**src/rtl/uart_tx_dev.sv**
```systemverilog
// uart_tx_dev: memory-mapped 8N1 UART transmitter with a 4-entry FIFO and a drain interrupt
module uart_tx_dev (
  input  logic        clk,
  input  logic        reset,
  input  logic [29:0] Addr,
  input  logic        WE,
  input  logic [31:0] Din,
  output logic [31:0] Dout,
  output logic        IRQ,
  output logic        tx
);
  typedef enum logic [1:0] {IDLE, START, DATA, STOP} state_t;
  state_t state, state_n;
  logic en, ie, ovf;
  logic [15:0] baud, deff, div, bcnt;
  logic [7:0] fifo [4];
  logic [7:0] shift, shift_n;
  logic [1:0] rp, wp;
  logic [2:0] cnt, bit_idx;
  logic wr_ctrl, wr_baud, wr_data, full, empty, push, pop, last, unused;
  assign wr_ctrl = WE && Addr[1:0] == 2'd0;
  assign wr_baud = WE && Addr[1:0] == 2'd1;
  assign wr_data = WE && Addr[1:0] == 2'd2;
  assign full = cnt == 3'd4;
  assign empty = cnt == 3'd0;
  assign push = wr_data && !full;
  assign deff = baud == 16'd0 ? 16'd1 : baud;
  assign last = bcnt == div - 16'd1;
  assign pop = en && !empty && (state == IDLE || (state == STOP && last));
  assign shift_n = pop ? fifo[rp] : state == DATA && last ? shift >> 1 : shift;
  assign unused = ^{Addr[29:2], Din[31:16]};
  assign Dout = Addr[1:0] == 2'd0 ? {30'd0, ie, en}
              : Addr[1:0] == 2'd1 ? {16'd0, baud}
              : Addr[1:0] == 2'd3 ? {25'd0, ovf, cnt, empty, full, state != IDLE}
              : 32'd0;
  always_comb begin
    state_n = state;
    case (state)
      IDLE:  state_n = pop ? START : IDLE;
      START: state_n = last ? DATA : START;
      DATA:  state_n = last && bit_idx == 3'd7 ? STOP : DATA;
      STOP:  state_n = pop ? START : last ? IDLE : STOP;
    endcase
  end
  always_ff @(posedge clk) begin
    if (reset) begin
      state <= IDLE;
      en <= 1'b0;
      ie <= 1'b0;
      ovf <= 1'b0;
      baud <= 16'd16;
      div <= 16'd1;
      bcnt <= 16'd0;
      shift <= 8'd0;
      rp <= 2'd0;
      wp <= 2'd0;
      cnt <= 3'd0;
      bit_idx <= 3'd0;
      tx <= 1'b1;
      IRQ <= 1'b0;
    end else begin
      state <= state_n;
      {ie, en} <= wr_ctrl ? Din[1:0] : {ie, en};
      baud <= wr_baud ? Din[15:0] : baud;
      ovf <= !wr_ctrl && (ovf || (wr_data && full));
      div <= pop ? deff : div;
      bcnt <= state == IDLE || last ? 16'd0 : bcnt + 16'd1;
      bit_idx <= state != DATA ? 3'd0 : bit_idx + 3'(last);
      shift <= shift_n;
      rp <= rp + 2'(pop);
      wp <= wp + 2'(push);
      cnt <= cnt + 3'(push) - 3'(pop);
      tx <= state_n != START && (state_n != DATA || shift_n[0]);
      IRQ <= ie && empty && state == IDLE;
    end
  end
  always_ff @(posedge clk) if (push) fifo[wp] <= Din[7:0];
endmodule

```
**config.mk**
```make
export PLATFORM = sky130hd
export DESIGN_NAME = uart_tx_dev
export DESIGN_NICKNAME = d
export VERILOG_FILES = /design/src/rtl/uart_tx_dev.sv
export SDC_FILE = /design/constraint.sdc
export NUM_CORES = 1
export LEC_CHECK = 0
export ABC_AREA = 0
export CAP_MARGIN = 15
export CORE_ASPECT_RATIO = 0.75
export CORE_UTILIZATION = 60
export DETAILED_ROUTE_END_ITERATION = 16
export DONT_BUFFER_PORTS = 1
export GPL_ROUTABILITY_DRIVEN = 0
export PLACE_DENSITY = 0.76
export SLEW_MARGIN = 20
export SYNTH_ARGS = -nofsm -noshare
export SYNTH_HDL_FRONTEND = slang
export SYNTH_SLANG_ARGS = --single-unit
```
**constraint.sdc**
```tcl
create_clock -name clk -period 9.7 [get_ports clk]
set_input_delay 1.94 -clock clk [delete_from_list [all_inputs] [get_ports clk]]
set_output_delay 1.94 -clock clk [all_outputs]
set_load 0.03 [all_outputs]
```
==> results.json <==
{
  "status": "finished, final reports clean",
  "grt_pass1_vias": 3730,
  "cts_buffer_depth": 2,
  "synthDistinctLibCells": 66,
  "slowest_delay_ns": 0.46,
  "yosys_warnings": 0,
  "syn_area_per_cell_um2": 9.85,
  "place_ws_ns": 4.96,
  "fin_nets": 612,
  "grt_overflow": 0,
  "instances_no_fill": 651,
  "async_flop_share": 0,
  "fin_ws_ns": 4.96,
  "timing.rr.start": "div[0]$_SDFFE_PP1N_",
  "hp-class": "reg2reg",
  "io_pins": 99,
  "period_share": 0.489,
  "core_mm2": 0.00867,
  "cts_hold_buf": 0,
  "dieArea_mm2": 0.00957,
  "numCtsBuffers": 9,
  "min_from": "baud[10]$_SDFFE_PP0P_",
  "grt_max_degree": 76,
  "syn2layout_area_growth_pct": 4.09,
  "dp_hpwl_um": 7360,
  "n_antenna_cell": 0,
  "drt_iter0_markers": 244,
  "synth_top_area_share": 0.265,
  "finalClockSkew_ns": 0.00688,
  "synth.area.top_cells": "dfxtp_1 (27%), edfxtp_1 (17%), mux2i_1 (4.4%), nor2_1 (4.2%), xnor2_1 (3.8%)",
  "critPathLaunch": "Addr[0]",
  "ant_nets": 0,
  "cts_tree": "built",
  "dr.pass1.iters": 5,
  "cp-end-kind": "primary output",
  "ys_ff_latch": 105,
  "hold_viol": 0,
  "seqPwrFrac": 0.521,
  "place_inst": 635,
  "required_ns": 7.76,
  "cp-start-kind": "input port",
  "clk_pin_slew_worst_paths_ns": 0.07,
  "final_core_util": 0.661,
  "grt.total_usage": 0.239,
  "nFillCells": 677,
  "port_buffers": 0,
  "post_cts_buffers": 0,
  "cp_max_fo": 11,
  "htreeDepth": 3,
  "crit_family": "simple AND/OR/NAND/NOR gates",
  "rsz0062_at_grt": "no",
  "start_util": 0.635,
  "wl_per_cell_um": 16.1,
  "pwr-share-comb": 0.070,
  "antenna_found_initial": 0,
  "max_slew_margin": 0.478,
  "crit_chain": "nor2b_1 -> and2_1",
  "critPathArrivalTime_ns": 2.80,
  "p_int_mw": 0.686,
  "power_density_mw_per_mm2": 156,
  "period_needed_ns": 4.74,
  "row_count": 29,
  "fmax_mhz": 211,
  "clkPwrFrac": 0.409,
  "synthTopCellsByCount": "dfxtp_1 (73), nor2_1 (62), nand2_1 (45)",
  "clk_latency_ns": 0.35,
  "peakVddDrop_uv": 126,
  "switching_share": 0.232,
  "cts_resized": 0,
  "leakage_nw": 2.00,
  "die_height_um": 85.0,
  "maxSlewViolCount": 0,
  "via_count": 3856,
  "drc_errors": 0,
  "worst_pin_slew_ns": 0.775,
  "grt_pass1_wl_um": 17800,
  "die_w_um": 113,
  "final.setup.tns_ns": 0,
  "total_power_mw": 0.894,
  "synth_ff_type": "dfxtp_1",
  "path_class": "in2out",
  "syn-cell-area_mm2": 0.00551,
  "setup_viol": 0,
  "reg2reg_slack_ns": 5.05,
  "routed_wirelength_um": 10500,
  "cp_slowest_cell": "nor2b_1",
  "clock_sinks": 105,
  "ys_seq_area_frac": 0.440,
  "drv_cap": 0,
  "cts-root-buf": "clkbuf_16",
  "p_sw_mw": 0.208,
  "synth_enable_flop_cells": 32,
  "final_layout_size_suffix_gt1_frac": 0.0976,
  "critPathBufInv": 0,
  "vias_per_cell": 5.92,
  "synth_most_common_cell": "dfxtp_1",
  "synthCells": 559,
  "synth_area_leader_cell": "dfxtp_1"
}
==> power by group through the flow <==
stage,logic [mW],clock network [mW],registers [mW]
finish,0.0622,0.366,0.466
global route,0.0676,0.390,0.467
CTS,0.0622,0.373,0.466
detailed placement,0.0619,0,0.476
global placement,0.0604,0,0.476
floorplan,0.0665,0,0.473
==> per-stage QoR <==
stage          instance area (um^2)  hold slack [ns]
6_report                       5730            0.480
5_1_grt                        5730            0.512
4_1_cts                        5730            0.481
3_5_place_dp                   5430            0.471
3_3_place_gp                   5430            0.461
2_1_floorplan                  5560            0.449
==> path summary, 6_finish.rpt <==
check,to,cells past startpoint
worst min-delay path,baud[10]$_SDFFE_PP0P_,2
worst max register to register,cnt[2]$_SDFF_PP0_,16
worst min register to register,baud[10]$_SDFFE_PP0P_,2
worst max-delay path,Dout[7],2
==> layer usage <==
| metal | track usage | vias to the layer above | part of all wire |
|---|---|---|---|
| met3 | 0.0593 | 19 | 0.071 |
| met1 | 0.335 | 1827 | 0.48 |
| met2 | 0.359 | 133 | 0.43 |
| li1 | - | 1877 | - |
| met5 | 0 | - | 0 |
| met4 | 0.0885 | 0 | 0.016 |
==> state kept, by name, indices dropped and copies added (netlist names), 2 cells and up <==
signal / cells
baud: 16
cnt: 3
div: 16
fifo: 32
state: 2
rp: 2
wp: 2
shift: 8
bit_idx: 3
bcnt: 16
==> cell usage in the layout, fill, tap and decap left out, types with 3 or more instances in the layout <==
cell	n
edfxtp_1	32
nor3_1	13
a41oi_1	3
nor2_1	62
mux2i_1	24
nand3_1	14
inv_1	20
nor4_1	8
a2111oi_2	6
o21a_1	3
and2_1	13
o21ai_0	5
and3_1	5
dfxtp_1	73
mux4_2	8
a21oi_1	20
nand2_1	45
clkbuf_16	9
nor2b_1	15
conb_1	16
mux2_2	8
a311oi_1	3
or4_1	5
nand2b_1	31
nand4_1	4
or3_1	3
xor2_1	12
xnor2_1	24
ha_1	8
==> cell families after synthesis <==
logic type,after synthesis,share of synthesized area
xor+xnor,36,0.0573
simple gates,231,0.219
compound gates,64,0.0959
other cells,1,0.000681
fa+ha+maj,11,0.0255
flops,105,0.440
mux,41,0.0955
buf+inv,70,0.0664
==> final cells by class <==
type,instances,area [um^2],share of cell area
inverters,21,78.8,0.0138
repair buffers,2,15.0,0.00262
well taps,108,135,0.0236
clock buffers,10,229,0.0400
flip-flops and latches,105,2420,0.423
clock inverters,6,76.3,0.0133
multi-input cells,399,2770,0.484
==> tightest hold or removal path, stage by stage, from the launching register on <==
cell     delay [ns]
dfxtp_1        0.33
nand2_1        0.06
a21oi_1        0.05
(Power assumes the default switching activity.)
